==> config.mk <==
export PLATFORM = sky130hd
export DESIGN_NAME = dcache_data_arbiter
export DESIGN_NICKNAME = d
export VERILOG_FILES = /design/src/rtl/dcache_data_arbiter.sv
export SDC_FILE = /design/constraint.sdc
export NUM_CORES = 1
export LEC_CHECK = 0
export ABC_AREA = 1
export BUFFER_PORTS_ARGS = -buffer_cell sky130_fd_sc_hd__clkbuf_2
export CORE_AREA = 2 2 253 255
export CTS_CLUSTER_SIZE = 20
export DETAILED_ROUTE_END_ITERATION = 7
export DIE_AREA = 0 0 255 257
export GPL_ROUTABILITY_DRIVEN = 1
export PLACE_DENSITY = 0.37
export SETUP_SLACK_MARGIN = 0.15
export SLEW_MARGIN = 20
export SYNTH_ARGS = -nofsm -noshare
export SYNTH_HDL_FRONTEND = slang
export SYNTH_SLANG_ARGS = --single-unit
==> constraint.sdc <==
create_clock -name clk_i -period 3.55 [get_ports clk_i]
set_input_delay 0.355 -clock clk_i [delete_from_list [all_inputs] [get_ports clk_i]]
set_output_delay 0.355 -clock clk_i [all_outputs]
set_load 0.02 [all_outputs]
==> src/rtl/dcache_data_arbiter.sv <==
// dcache_data_arbiter: shares one data store port between refill line writes, stores and loads,
// with a refill beat buffer and a starvation guard for the load port.
module dcache_data_arbiter #(
  parameter int DATA_WIDTH = 128,
  parameter int NUM_WORDS  = 256,
  parameter int BEAT_WIDTH = 64,
  parameter int MAX_WAIT   = 7,
  localparam int AW     = $clog2(NUM_WORDS),
  localparam int NBEATS = DATA_WIDTH / BEAT_WIDTH,
  localparam int BW8    = DATA_WIDTH / 8
) (
  input  logic                  clk_i,
  input  logic                  rst_i,
  input  logic                  rf_valid_i,
  output logic                  rf_ready_o,
  input  logic [AW-1:0]         rf_addr_i,
  input  logic [BEAT_WIDTH-1:0] rf_data_i,
  output logic                  rf_done_o,
  input  logic                  st_req_i,
  output logic                  st_gnt_o,
  input  logic [AW-1:0]         st_addr_i,
  input  logic [BW8-1:0]        st_be_i,
  input  logic [DATA_WIDTH-1:0] st_data_i,
  input  logic                  ld_req_i,
  output logic                  ld_gnt_o,
  input  logic [AW-1:0]         ld_addr_i,
  output logic                  ld_rvalid_o,
  output logic [DATA_WIDTH-1:0] ld_rdata_o,
  output logic                  ds_en_o,
  output logic                  ds_we_o,
  output logic [BW8-1:0]        ds_be_o,
  output logic [AW-1:0]         ds_addr_o,
  output logic [DATA_WIDTH-1:0] ds_wdata_o,
  input  logic [DATA_WIDTH-1:0] ds_rdata_i
);
  localparam int CW = $clog2(NBEATS);
  localparam int WW = $clog2(MAX_WAIT + 1);
  localparam logic [WW-1:0] WMAX = WW'(MAX_WAIT);
  localparam logic [CW-1:0] LAST = CW'(NBEATS - 1);
  typedef enum logic [1:0] {IDLE, FILL, WRITE} state_t;
  state_t                state_q;
  logic [CW-1:0]         cnt_q;
  logic [WW-1:0]         wait_q;
  logic                  rvalid_q;
  logic [DATA_WIDTH-1:0] line_q;
  logic [AW-1:0]         addr_q;
  logic                  wr_g, starved, acc, last;
  // Grants are combinational and forced low during reset so every output reads 0.
  always_comb begin
    wr_g        = !rst_i && state_q == WRITE;
    starved     = wait_q == WMAX;
    rf_ready_o  = !rst_i && state_q != WRITE;
    acc         = rf_valid_i && rf_ready_o;
    last        = cnt_q == LAST;
    ld_gnt_o    = !rst_i && ld_req_i && !wr_g && (starved || !st_req_i);
    st_gnt_o    = !rst_i && st_req_i && !wr_g && !ld_gnt_o;
    rf_done_o   = wr_g;
    ds_en_o     = wr_g || st_gnt_o || ld_gnt_o;
    ds_we_o     = wr_g || st_gnt_o;
    ds_be_o     = wr_g ? '1 : st_gnt_o ? st_be_i : '0;
    ds_addr_o   = wr_g ? addr_q : st_gnt_o ? st_addr_i : ld_gnt_o ? ld_addr_i : '0;
    ds_wdata_o  = wr_g ? line_q : st_gnt_o ? st_data_i : '0;
    ld_rvalid_o = rvalid_q;
    ld_rdata_o  = rvalid_q ? ds_rdata_i : '0;
  end
  always_ff @(posedge clk_i or posedge rst_i) begin
    if (rst_i) begin
      state_q  <= IDLE;
      cnt_q    <= '0;
      wait_q   <= '0;
      rvalid_q <= 1'b0;
    end else begin
      rvalid_q <= ld_gnt_o;
      wait_q   <= (!ld_req_i || ld_gnt_o) ? '0 : starved ? wait_q : wait_q + 1'b1;
      if (state_q == WRITE) begin
        state_q <= IDLE;
      end else if (acc) begin
        cnt_q   <= last ? '0 : cnt_q + 1'b1;
        state_q <= last ? WRITE : FILL;
      end
    end
  end
  // Line buffer and refill index are data only; they survive reset untouched.
  always_ff @(posedge clk_i) begin
    if (acc) begin
      line_q[int'(cnt_q)*BEAT_WIDTH +: BEAT_WIDTH] <= rf_data_i;
      if (cnt_q == '0) addr_q <= rf_addr_i;
    end
  end
endmodule

Word level (Yosys, flattened, before mapping)
Index checks and enable logic that the tools add are counted.
{"block": "totals", "reg_bits": 143, "inputBits": 365, "elab_cells": 53}
{"block": "classes", "add_sub_neg": 3, "eq_ne": 4, "shifts": 2, "n_mux": 15, "bitwise_logic": 2, "reduce_logical": 21}
{"operator": "128-bit two-way mux", "n": 3}
{"operator": "128-bit bitwise mux", "n": 1}
{"operator": "64-bit by 33-bit variable shift with 128-bit output (first input constant)", "n": 1}
{"operator": "64-bit by 33-bit variable part select with 128-bit output", "n": 1}
{"operator": "7-bit negation with 33-bit output", "n": 1}
{"operator": "16-bit two-way mux", "n": 2}
{"operator": "8-bit two-way mux", "n": 3}
{"operator": "1-bit logical AND", "n": 9}
{"operator": "2-bit two-way mux", "n": 3}
{"operator": "3-bit two-way mux", "n": 2}
{"operator": "1-bit logical NOT", "n": 5}
{"operator": "1-bit logical OR", "n": 4}
{"operator": "2-bit AND reduction", "n": 2}
{"operator": "3-bit by 1-bit adder with 3-bit output (second input constant)", "n": 1}
{"operator": "3-bit equality test (second input constant)", "n": 1}
{"operator": "2-bit equality test (second input constant)", "n": 1}
{"operator": "2-bit by 1-bit inequality test with 1-bit output (second input constant)", "n": 1}
{"operator": "2-bit inequality test (second input constant)", "n": 1}
{"operator": "1-bit inverter", "n": 2}
{"operator": "2-bit nonzero test", "n": 1}
{"operator": "1-bit adder (second input constant)", "n": 1}
{"operator": "1-bit two-way mux", "n": 1}

Depth between registers and ports, before layout
Gate-level depths: netlist (run 1).
{"block": "depth", "ltp_word": 9, "depth_mapped": 11, "mapped_depth_nobuf": 9}

Worst setup path before layout (run 1)
Ideal clock, no wire load.
{"block": "synth_path", "path_type": "flip-flop to flip-flop", "start": "register state_q[1]", "end": "register line_q[100], enable pin", "setup_time_ps": 488, "arrival_time_ps": 3728, "t_required_ps": 3062, "path_slack_ps": -666, "path_stages_with_launch": 4, "path_buffers": 0, "synth_period_minus_slack_ps": 4216, "cell_sequence": "dfrtp_1 -> a21oi_1 -> nand2_1 -> nor2_1"}
{"block": "synth_between", "elab_chain_cells": 3}
{"element": "start: declaration", "line_no": "41", "rtl": "state_t state_q;"}
{"element": "start signal: assignment", "line_no": "79", "rtl": "state_q <= last ? WRITE : FILL;"}
{"element": "2-bit inequality test", "line_no": "52", "rtl": "rf_ready_o = !rst_i && state_q != WRITE;"}
{"element": "1-bit logical AND", "line_no": "52"}
{"element": "named net rf_ready_o", "line_no": "15", "rtl": "output logic rf_ready_o,"}
{"element": "1-bit logical AND", "line_no": "53", "rtl": "acc = rf_valid_i && rf_ready_o;"}
{"element": "end signal: indexed assignment", "line_no": "86", "rtl": "line_q[int'(cnt_q)*BEAT_WIDTH +: BEAT_WIDTH] <= rf_data_i;"}
{"element": "end: declaration", "line_no": "45", "rtl": "logic [DATA_WIDTH-1:0] line_q;"}
The timed path passes the listed nets, and every way through them passes these cells.
A chain may end at the register's enable or synchronous reset.

Worst setup path in the final report (run 1)
{"block": "layout_path", "start": "register wait_q[0]", "end": "output ds_wdata_o[96]"}
{"block": "layout_between", "elab_chain_cells": 7}
{"element": "start: declaration", "line_no": "43", "rtl": "logic [WW-1:0] wait_q;"}
{"element": "start signal: assignment", "line_no": "74", "rtl": "wait_q <= (!ld_req_i || ld_gnt_o) ? '0 : starved ? wait_q : wait_q + 1'b1;"}
{"element": "3-bit equality test", "line_no": "51", "rtl": "starved = wait_q == WMAX;"}
{"element": "1-bit logical OR", "line_no": "55", "rtl": "ld_gnt_o = !rst_i && ld_req_i && !wr_g && (starved || !st_req_i);"}
{"element": "1-bit logical AND", "line_no": "55"}
{"element": "1-bit logical NOT", "line_no": "56", "rtl": "st_gnt_o = !rst_i && st_req_i && !wr_g && !ld_gnt_o;"}
{"element": "1-bit logical AND", "line_no": "56"}
{"element": "128-bit two-way mux (2 in series)", "line_no": "62", "rtl": "ds_wdata_o = wr_g ? line_q : st_gnt_o ? st_data_i : '0;"}
{"element": "end: declaration", "line_no": "33", "rtl": "output logic [DATA_WIDTH-1:0] ds_wdata_o,"}
Every way passes these cells.

==> results of run 1 <==
layout make-up:
class,instances,area (um^2),area share (%)
Antenna cell,5,12.5,0.0943
Clock buffer,17,425,3.20
Clock inverter,15,181,1.37
Inverter,267,1010,7.62
Multi-Input combinational cell,733,2870,21.6
Sequential cell,143,4270,32.1
Tap cell,846,1060,7.97
Timing Repair Buffer,665,3450,26.0
power by group through the flow:
| stage | Clock [W] | Combinational (W) | Sequential, W |
|---|---|---|---|
| after global routing | 0.00206 | 0.00174 | 0.00221 |
| after CTS | 0.00201 | 0.00159 | 0.00220 |
| after floorplan | 0 | 0.000895 | 0.00220 |
| after detailed placement | 0 | 0.00159 | 0.00223 |
| final | 0.00192 | 0.00155 | 0.00220 |
| after global placement | 0 | 0.00157 | 0.00224 |
sequential cells by signal (all words and copies together), names as in the netlist:
signal	flops
line_q	128
cnt_q	1
ld_rvalid_o	1
state_q	2
addr_q	8
wait_q	3
timing repair:
| item | CTS | global route |
|---|---|---|
| setup endpoints to repair | 0 | 12 |
| endpoints found under the hold margin | 7 | 0 |
| setup buffers | 0 | 0 |
| resized for setup | 0 | 3 |
| hold buffers | 1 | 0 |
routing by layer:
metal / GRT usage, % / vias to the layer above / part of all wire [%]
li1: - / 4739 / -
met1: 14.2 / 4245 / 38
met2: 25.0 / 412 / 53
met3: 3.62 / 56 / 7.3
met4: 4.66 / 6 / 2.3
met5: 0 / - / 0.089
worst paths after layout:
check,from,end,depth (start not counted)
min in group asynchronous,rst_i,state_q[1],3
min,rf_addr_i[6],addr_q[6],1
max in group asynchronous,rst_i,cnt_q,3
max reg2reg,wait_q[0],wait_q[1],9
min reg2reg,state_q[0],state_q[1],2
max,wait_q[0],ds_wdata_o[96],11
Yosys cell counts:
master and count:
nand2_1 634, inv_1 264, edfxtp_1 136, nor2_1 69
clkbuf_1 28, buf_2 24, nand3_1 10, nand4_1 8
dfrtp_1 7, buf_6 6, inv_2 3, buf_1 2
ha_1 2, mux2i_1 2, nand3_4 2, a21oi_1 1
nand2_2 1, nor2_2 1, nor2_4 1, o21ai_0 1
xor2_1 1
per-stage QoR:
step / area, um^2 / std cells / utilization (%) / power, W
finish: 13300 / 2691 / 21.2 / 0.00566
global route: 13300 / 2689 / 21.2 / 0.00601
CTS: 13300 / 2686 / 21.1 / 0.00580
detailed placement: 12600 / 2653 / 20.1 / 0.00383
global placement: 12600 / 2653 / 20.1 / 0.00381
floorplan: 8430 / 1203 / - / 0.00309
kinds of logic (layout without fill, tap and decap cells):
logic type                 Yosys count  count (layout)  synth area share [%]
buffers and inverters              327             964                  15.5
and+or+nand+nor                    726             726                  33.2
xor gates and xnor gates             1               1                 0.104
other                                0               5                     0
muxes                                2               2                 0.238
adders and majority gates            2               2                 0.297
AOI/OAI and AO/OA                    2               2                 0.119
DFF                                143             143                  50.6
==> metrics list, run 1 <==
* Crit path launch type: flip-flop
- During placement, the flow inserted port buffers numbering about 650.
* Initial antenna violation count: 19
* Dominant cells by area after synthesis: edfxtp_1 (48%), nand2_1 (28%), inv_1 (12%)
* VDD IR-drop max: 0.303 mV
* Clock-pin slew on the worst setup and hold paths: 70 ps
- Die width: 255 um
* Largest stage delay, worst path: around 400 ps
* Hold Fails Final Rpt: 0
- The path class of the tightest hold or removal check is input port to flip-flop.
- In this run the power spent charging and discharging nets is 0.00194 W.
- For the finished layout, the period the worst path requires is 3160 ps.
- Warnings from Yosys: 0
* Maximum number of pins on one net before global-route repair: 130
- Timing analysis after detailed placement gives a worst setup slack of 756 ps.
- The top cell type by area accounts for 48.5% of the synthesized area.
- The floorplan has 92 rows.
- Setup TNS after final layout: 0 ps
- Worst rel slew slack: between 50% and 60%
* Number of nets with antenna violations after detailed routing: 0
- Crit-path cells: ha_1 -> ha_1 -> inv_2 -> nand2_1 -> nand2_2 -> nand3_4 -> inv_4 -> buf_16 -> nand2_1 -> nand2_1 -> clkbuf_2
- Of all nets on the critical path, the largest fanout is 52.
- GP Congestion: 0.920
* Number of buffers inserted during clock tree synthesis: 17
* Via count of the first global-routing pass: 9461
- First-pass GRT wire length: 62600 um
- In this run the cell area of the synthesized design comes to between 8000 and 9000 um^2.
- Area of the die: around 66000 um^2
- Clock tree synthesis found a total of 143 sinks.
* MaxCap Viol Count: 0
- Fin worst setup slack: 394 ps
- Synthesis inferred approximately 140 register bits.
- Sequential group share of total power: between 30% and 40%
- Initial standard-cell utilization of the core: 13.4%
- The library cell used most frequently in the layout, excluding fill and tap cells, is clkbuf_2.
- TritonCTS built the clock tree.
* Reg2Reg Setup Slack: 1500 ps
* Clock share of power: 33.9%
- For the worst-skew pair, the clock arrives at the later sink with an insertion delay of 450 ps.
- Dividing the detail-routed wire length by the instance count gives 16.8 um.
- For the worst setup path, the data required time is 3190 ps.
- After detailed routing, the number of remaining DRC violations is 0.
- Final Slew Violations: 0
- Critical Path End Type: output port
- Int Pwr: 0.00372 W
- Total wirelength of the detailed-routed design: 45100 um
- Global route total overflow: 0
- Transition at the pin with the smallest max-transition slack: 719 ps
- Cells with a size suffix above 1 make up 38.5% of the layout.
* First-pass DRT Iterations: 5
- The die is 257 um tall.
* Worst path bufs/invs: 4
* Top-level I/O count: 652
* Post-route clock period utilization: 88.9%
- In this run, distinct cell masters in the synthesized netlist total 21.
* Unrepaired setup endpoints after global routing: false
* Clock Root Buffer: clkbuf_16
* Leakage power total: 8.41 nW
- Total nets after synthesis: 1570
- Slowest CP cell: dfrtp_1
- In this run the power density over the cells is 426 nW/um^2.
* Cells after synthesis: 1203
- Largest buffer count on any clock path: 2
- Synth area leader: edfxtp_1
- Ratio of routed vias to standard cells: 3.51
- CTS built an H-tree with a depth of 4.
* Post-route worst hold slack: 81.1 ps
* Leading cell types in the layout, fill and taps excluded: clkbuf_2 (651), nand2_1 (633), inv_1 (262), edfxtp_1 (136), nor2_1 (68)
- Portion of the post-synthesis area used by sequential elements: between 50% and 60%
- Max Clock Freq: 317 MHz
* Setup-violating endpoint count in the final report: 0
- The kind of cell with the highest combined delay along the critical path is simple AND/OR/NAND/NOR gates.
- In this run, the number of DRC markers left after iteration 0 of detailed routing was 453.
- Total via count in the routed design: around 9.5k
- Total routing resource utilization after global routing: between 10% and 20%
- From synthesis to final layout, the design area changed by 57.6%.
- Detailed placement ended at an HPWL of 37400 um.
* Sw Share: 34.2%
- The filler cells instantiated in the layout total between 7k and 8k.
* Fraction of power consumed by combinational cells: 27.3%
- Run status: finished, final reports clean
* Final clock skew: 6.22 ps
- In this run the standard cell core region covers 62700 um^2.
* Mean area per synthesized cell: 7.00 um^2
- Nets@finish: 2194
- Worst path most repeated cell: nand2_1
* Worst EP arrival: 2800 ps
- The worst setup path is of the flip-flop to output port kind.
Power figures use the tool's default switching activity.
==> inputs of run 2 (changes only) <==
Settings changed: PLACE_DENSITY 0.37 to 0.45.
==> run 2 against run 1 <==
Final area shrank 0.32%. Setup slack worse by 4.7 ps. Count of clock-buffer cells in the layout rose by 5. Global-route usage up 1.5 points. Largest cell class unchanged. Largest power group unchanged. Routed wire length up 13%. Combinational power is 3% higher. Final cell count increased by 0.15%. Core utilization shrank 0.068 points.
==> metrics list, run 2 (synthesis results as in run 1) <==
- Maximum number of pins on one net before global-route repair: 72 (-45%)
* Post-route clock period utilization: 89.0% (+0.13 points)
* Crit path launch type: flip-flop
* Total instance count after detailed placement: 2655 (+0.075%)
- The mean number of vias per cell came to 3.53 (+0.32%).
- The DRC violations left is 0 (unchanged).
* Setup-violating endpoint count in the final report: 0 (unchanged)
* Die width: 255 um (unchanged)
* VDD IR-drop max: 0.328 mV (+8.3%)
* First-pass DRT Iterations: 5 (unchanged)
- Port buffer count: 651 (unchanged)
* Fin worst setup slack: 389 ps (-4.66 ps)
- Most common cell after layout, fill and taps aside: clkbuf_2
* Number of buffers inserted during clock tree synthesis: 17 (unchanged)
- The internal reg-to-reg setup slack came to 1580 ps (+80 ps).
* CP startpoint: wait_q[0]
* HPWL Detailed: 42900 um (+15%)
* CTS tree: done
* Clock Sink Count: 143 (unchanged)
- Largest registers in the final layout: line_q: 128 flops, addr_q: 8 flops, wait_q: 3 flops
- The H-tree depth is 4 (unchanged).
- Hold crit path type: input port to flip-flop
* Termination of the worst setup path: ds_wdata_o[90]
* Setup Slack @ Placement: 638 ps (-118 ps)
- The path depth of the worst reg2reg path was 4 (-5).
* Unrepaired setup endpoints after global routing: false
- Clock Root Buffer: clkbuf_16
* Transition at the pin with the smallest max-transition slack: 771 ps (+52.2 ps)
- Hold Path Cell Cnt: 1 (unchanged)
* Area of the die: 65500 um^2 (unchanged)
- Global route total overflow: 0 (unchanged)
- Power density cells: 413 nW/um^2 (-3.2%)
- Worst rel slew slack: 48.6% (-3.5 points)
* Run status: finished, final reports clean
- The largest buffer count on any clock path came to 2 (unchanged).
- Count of routing violations after the opening detailed-route iteration: 535 (+18%)
- Area grow syn2layout: 57.1%
- First-pass GRT wire length: 66900 um (+7.0%)
- Source of the worst register-to-register timing path: state_q[1]
* Leakage power total: 8.40 nW (-0.16%)
* Routed wire per std cell: 18.9 um (+12%)
- The proportion of layout cells with a drive suffix above 1 came to 38.4% (-0.12 points).
* Maximum fanout encountered on the critical timing path: 36 (-31%)
* Worst R2R End: line_q[112]
- The number of slew-limit violations in the final report was 0 (unchanged).
- GP Congestion: 0.826 (-10%)
- STA classifies the critical path endpoint as an output port.
- Core Area: 62700 um^2 (unchanged)
- More flip-flops sit in one register than any other, and that register is line_q.
- Height of the chip: 257 um (unchanged)
- The number of nets with antenna violations after routing came to 0 (unchanged).
- The number of nets in the finished design was 2197 (+0.14%).
- The reported max-cap violation count was 0 (unchanged).
- The starting density of the core was 13.4% (unchanged).
- The source-to-sink clock delay at the later pin of the worst-skew pair came to 450 ps (about the same).
- The arrival time at the worst endpoint was 2810 ps (about the same).
- The final critical-path required period is 3160 ps (+4.66 ps).
* Setup TNS after final layout: 0 ps (unchanged)
- Final core utilization: 21.1% (-0.068 points)
- Hold Fails Final Rpt: 0 (unchanged)
* Initial antenna violation count: 14 (-5)
- The critical path required time is 3190 ps (about the same).
- The non-filler instance count after layout came to 2695 (+0.15%).
* Total routing resource utilization after global routing: 14.8% (+1.5 points)
* Leading cell types in the layout, fill and taps excluded: clkbuf_2 (651), nand2_1 (634), inv_1 (262), edfxtp_1 (136), nor2_1 (68)
* Crit path kind: flip-flop to output port
- The via count is 9502 (+0.47%).
* Top-level I/O count: 652 (unchanged)
- The total routed wirelength is 50800 um (+13%).
- Flip-flop count of the largest register, all copies and words added: 128 (unchanged)
* Max Clock Freq: 316 MHz (-0.15%)
- Cell Rows: 92 (unchanged)
- Final clock skew: 7.07 ps (+0.849 ps)
- The number of global-route vias before repair came to 9151 (-3.3%).
* Clock-pin slew on the worst setup and hold paths: 60 ps (about the same)
[run 2: worst min path at each step]
stage / startpoint / end / slack (ps)
floorplan: rst_i / cnt_q / 140
global placement: rst_i / state_q[1] / 310
detailed placement: rst_i / ld_rvalid_o / 320
CTS: rf_addr_i[7] / addr_q[7] / 40
global route: rf_addr_i[1] / addr_q[1] / 40
finish: rf_addr_i[7] / addr_q[7] / 80
[run 2: routing by layer]
layer / share of wire [%] / global-route usage [%] / up-vias
li1: - / - / 4741
met1: 34 / 14.3 / 4278
met2: 54 / 27.8 / 406
met3: 6.6 / 3.89 / 67
met4: 5.1 / 9.18 / 10
met5: 0.15 / 0 / -
[run 2: what timing repair did]
item | in CTS | in global routing
setup buffers | 0 | 0
hold endpoints to repair | 7 | 0
hold buffers | 1 | 0
resized for setup | 1 | 2
setup endpoints to repair | 1 | 1
gates cloned | 0 | 1
[run 2: metrics by stage]
| stage | area (um^2) | power (W) | hold WS, ps |
|---|---|---|---|
| 2_1_floorplan | 8430 | 0.00309 | 141 |
| 3_3_place_gp | 12600 | 0.00383 | 309 |
| 3_5_place_dp | 12600 | 0.00384 | 316 |
| 4_1_cts | 13200 | 0.00557 | 40.9 |
| 5_1_grt | 13200 | 0.00580 | 42.2 |
| 6_report | 13200 | 0.00546 | 81.3 |
[run 2: report_power, final]
part | switching [W] | internal (W)
registers | 0.0000614 | 0.00212
logic | 0.00110 | 0.000489
clock network | 0.000732 | 0.000959
total | 0.00189 | 0.00357
[run 2: critical path, cell delays in order (launching register included)]
cell      delay (ps)
dfrtp_1          400
ha_1             210
ha_1             250
inv_2             60
nand2_1           50
nand2_2          180
nand3_4          150
inv_8            230
buf_16           250
nand2_1          140
nand2_1          190
clkbuf_2         230
[run 2: final cells by class]
class,instances,area [um^2]
flip-flops and latches,143,4270
fillers,7269,49500
inverters,267,1010
repair buffers,668,3480
diodes,6,15.0
multi-input cells,733,2870
well taps,846,1060
clock inverters,10,90.1
clock buffers,22,444
==> inputs of run 3 (changes only) <==
Settings changed: CAP_MARGIN from default to 25.
Clock period 3.55 ns to 2.81 ns, I/O delays scaled along.
==> run 3 against run 2 <==
Register-to-register slack worse by 550 ps. Critical endpoint is now st_gnt_o. Final area is 5.3% higher. Critical path type unchanged. Core utilization is 1.1 points higher. Flip-flop and latch count stayed put. Final cell count is 1.1% higher.
==> metrics list, run 3 (synthesis results as in run 1) <==
* Termination of the worst setup path: st_gnt_o
- Level count of the clock H-tree: 4 (unchanged)
- The detailed-routing iteration count for the pre-antenna-repair pass is 5 (unchanged).
- CTS tree: done
- The post-detailed-route wirelength per cell was 18.5 um (-2.0%).
- The number of core rows came to 92 (unchanged).
* Number of buffers inserted during clock tree synthesis: 17 (unchanged)
* Crit path kind: flip-flop to output port
* Via count of the first global-routing pass: 9400 (+2.7%)
* Total via count in the routed design: 9589 (+0.92%)
* Run status: finished, final reports clean
- Relative to the synthesized area, the layout overhead comes to 65.4%.
* Worst rel slew slack: 47.4% (-1.1 points)
- The worst hold path belongs to the class input port to flip-flop.
- The endpoint identified for the worst register-to-register timing path is line_q[72].
- Post-route clock period utilization: between 90% and 100%
- Reg2Reg Setup Slack: 1030 ps (-550 ps)
- The actual slew at the worst max-slew pin is 788 ps (+16.8 ps).
- The die height was 257 um (unchanged).
- Max Clock Freq: slightly below 400 MHz
- Setup repair after global routing could not meet its margin everywhere.
- Largest registers in the final layout: line_q: 128 flops, addr_q: 8 flops, wait_q: 3 flops
- Fill cell total of the finished layout: 7158 (-1.5%)
- Flip-flop count of the largest register, all copies and words added: 128 (unchanged)
- HPWL Detailed: 40600 um (-5.5%)
- CP Data Required Time: 2530 ps (-660 ps)
- Total wirelength of the detailed-routed design: 50300 um (-0.96%)
* Clock Root Buffer: clkbuf_16
- Die width: 255 um (unchanged)
* Most common cell after layout, fill and taps aside: nand2_1
- Total routing resource utilization after global routing: 14.9% (+0.036 points)
- Depth of the worst register-to-register path: 4 (unchanged)
- Number of nets with antenna violations after detailed routing: 0 (unchanged)
- Minimum clock period: 2580 ps
* Core Area: 62700 um^2 (unchanged)
* Clock Sink Count: 143 (unchanged)
- Final Slew Violations: 0 (unchanged)
- Top-level I/O count: 652 (unchanged)
- The summed area of non-filler cells in the final layout is 13900 um^2 (+5.3%).
- Initial standard-cell utilization of the core: 13.4% (unchanged)
- The reported max-cap violation count is 0 (unchanged).
- The count of endpoints failing setup in the final report came to 0 (unchanged).
* Maximum number of pins on one net before global-route repair: 130 (+81%)
* Power density cells: 527 nW/um^2 (+28%)
- Ratio of routed vias to standard cells: 3.52 (-0.16%)
- The post-place setup slack came to 181 ps (-456 ps).
- The number of port buffers is 651 (unchanged).
- First-pass GRT wire length: 67500 um (+0.89%)
* Most flop-heavy register: line_q
- CP startpoint: wait_q[0]
- Remaining design rule violation count: 0 (unchanged)
- Worst EP arrival: 2300 ps (-510 ps)
- Count of routing violations after the opening detailed-route iteration: 478 (-11%)
- The number of nets in the finished design is 2226 (+1.3%).
- The final count of hold timing violations is 0 (unchanged).
- Global route total overflow: 0 (unchanged)
* Final clock skew: 16.2 ps (+9.16 ps)
- The library cells used most frequently in the layout, excluding fill and tap cells, are nand2_1 (626), clkbuf_2 (616), inv_1 (262), edfxtp_1 (136), nor2_1 (68).
- The total negative setup slack came to 0 ps (unchanged).
- In this run the critical register-to-register path is launched from state_q[1].
- Worst-Skew Late Latency: 460 ps (about the same)
* Maximum fanout encountered on the critical timing path: 8 (-78%)
- The worst setup path is launched from a flip-flop.
- GP Congestion: 0.858 (+3.9%)
* VDD IR-drop max: 0.347 mV (+5.8%)
- Area of the die: 65500 um^2 (unchanged)
- STA classifies the critical path endpoint as an output port.
* Layout cells sized above 1: 39.7% (+1.3 points)
* Fin worst setup slack: 226 ps (-164 ps)
- Area post-placement: 12700 um^2 (+0.49%)
- The largest buffer count on any clock path came to 2 (unchanged).
* Post-route worst hold slack: 98.4 ps (+17.1 ps)
* Leakage power total: 8.69 nW (+3.4%)
* Clock-pin slew on the worst setup and hold paths: 70 ps (about the same)
* Initial antenna violation count: 23 (+9)
[run 3: repair_timing]
item | 4_1_cts | 5_1_grt
endpoints found under the setup margin | 146 | 125
buffers inserted | 6 | 5
gates resized for setup | 37 | 41
endpoints found under the hold margin | 15 | 0
hold buffers | 9 | 0
gates cloned | 5 | 3
pin swaps | 1 | 3
[run 3: where the power goes]
| group | internal [W] | total (W) | switching, W | leakage, nW |
|---|---|---|---|---|
| logic | 0.000720 | 0.00214 | 0.00142 | 7.03 |
| clock network | 0.00136 | 0.00246 | 0.00110 | 0.302 |
| registers | 0.00268 | 0.00274 | 0.0000665 | 1.36 |
| total | 0.00476 | 0.00734 | 0.00258 | 8.69 |
[run 3: layout make-up]
class | instances | area [um^2] | area share (%)
multi-input cells | 733 | 2910 | 20.9
repair buffers | 697 | 4040 | 29.0
clock buffers | 17 | 425 | 3.05
flip-flops and latches | 143 | 4270 | 30.6
diodes | 6 | 15.0 | 0.108
inverters | 267 | 1020 | 7.33
well taps | 846 | 1060 | 7.60
clock inverters | 15 | 193 | 1.38
[run 3: stage by stage]
stage	utilization (%)	total power, W	std cells
2_1_floorplan	-	0.00391	1203
3_3_place_gp	20.2	0.00483	2658
3_5_place_dp	20.2	0.00484	2658
4_1_cts	21.9	0.00746	2710
5_1_grt	22.2	0.00777	2720
6_report	22.2	0.00734	2724
[run 3: how the worst min path moves through the flow]
stage / from / to / depth (start not counted)
2_1_floorplan: rst_i / cnt_q / 1
3_3_place_gp: rst_i / state_q[1] / 2
6_report: rf_data_i[0] / line_q[64] / 3
3_5_place_dp: rst_i / state_q[0] / 2
5_1_grt: rf_data_i[26] / line_q[90] / 3
4_1_cts: rf_data_i[26] / line_q[90] / 3
[run 3: metal layers]
layer / vias up / part of all wire [%] / track usage, %
li1: 4795 / - / -
met1: 4283 / 38 / 16.0
met2: 432 / 51 / 27.2
met3: 71 / 7.7 / 4.47
met4: 8 / 3.2 / 5.28
met5: - / 0.11 / 0
[run 3: worst max-delay path: stages (launching register included)]
cell and delay [ps]:
dfrtp_1 400, ha_2 190, ha_4 170, inv_2 50, nand2_2 60, nand2_4 90
nand3_4 120, inv_12 140, buf_16 170, clkbuf_16 180, buf_12 110, clkbuf_2 150
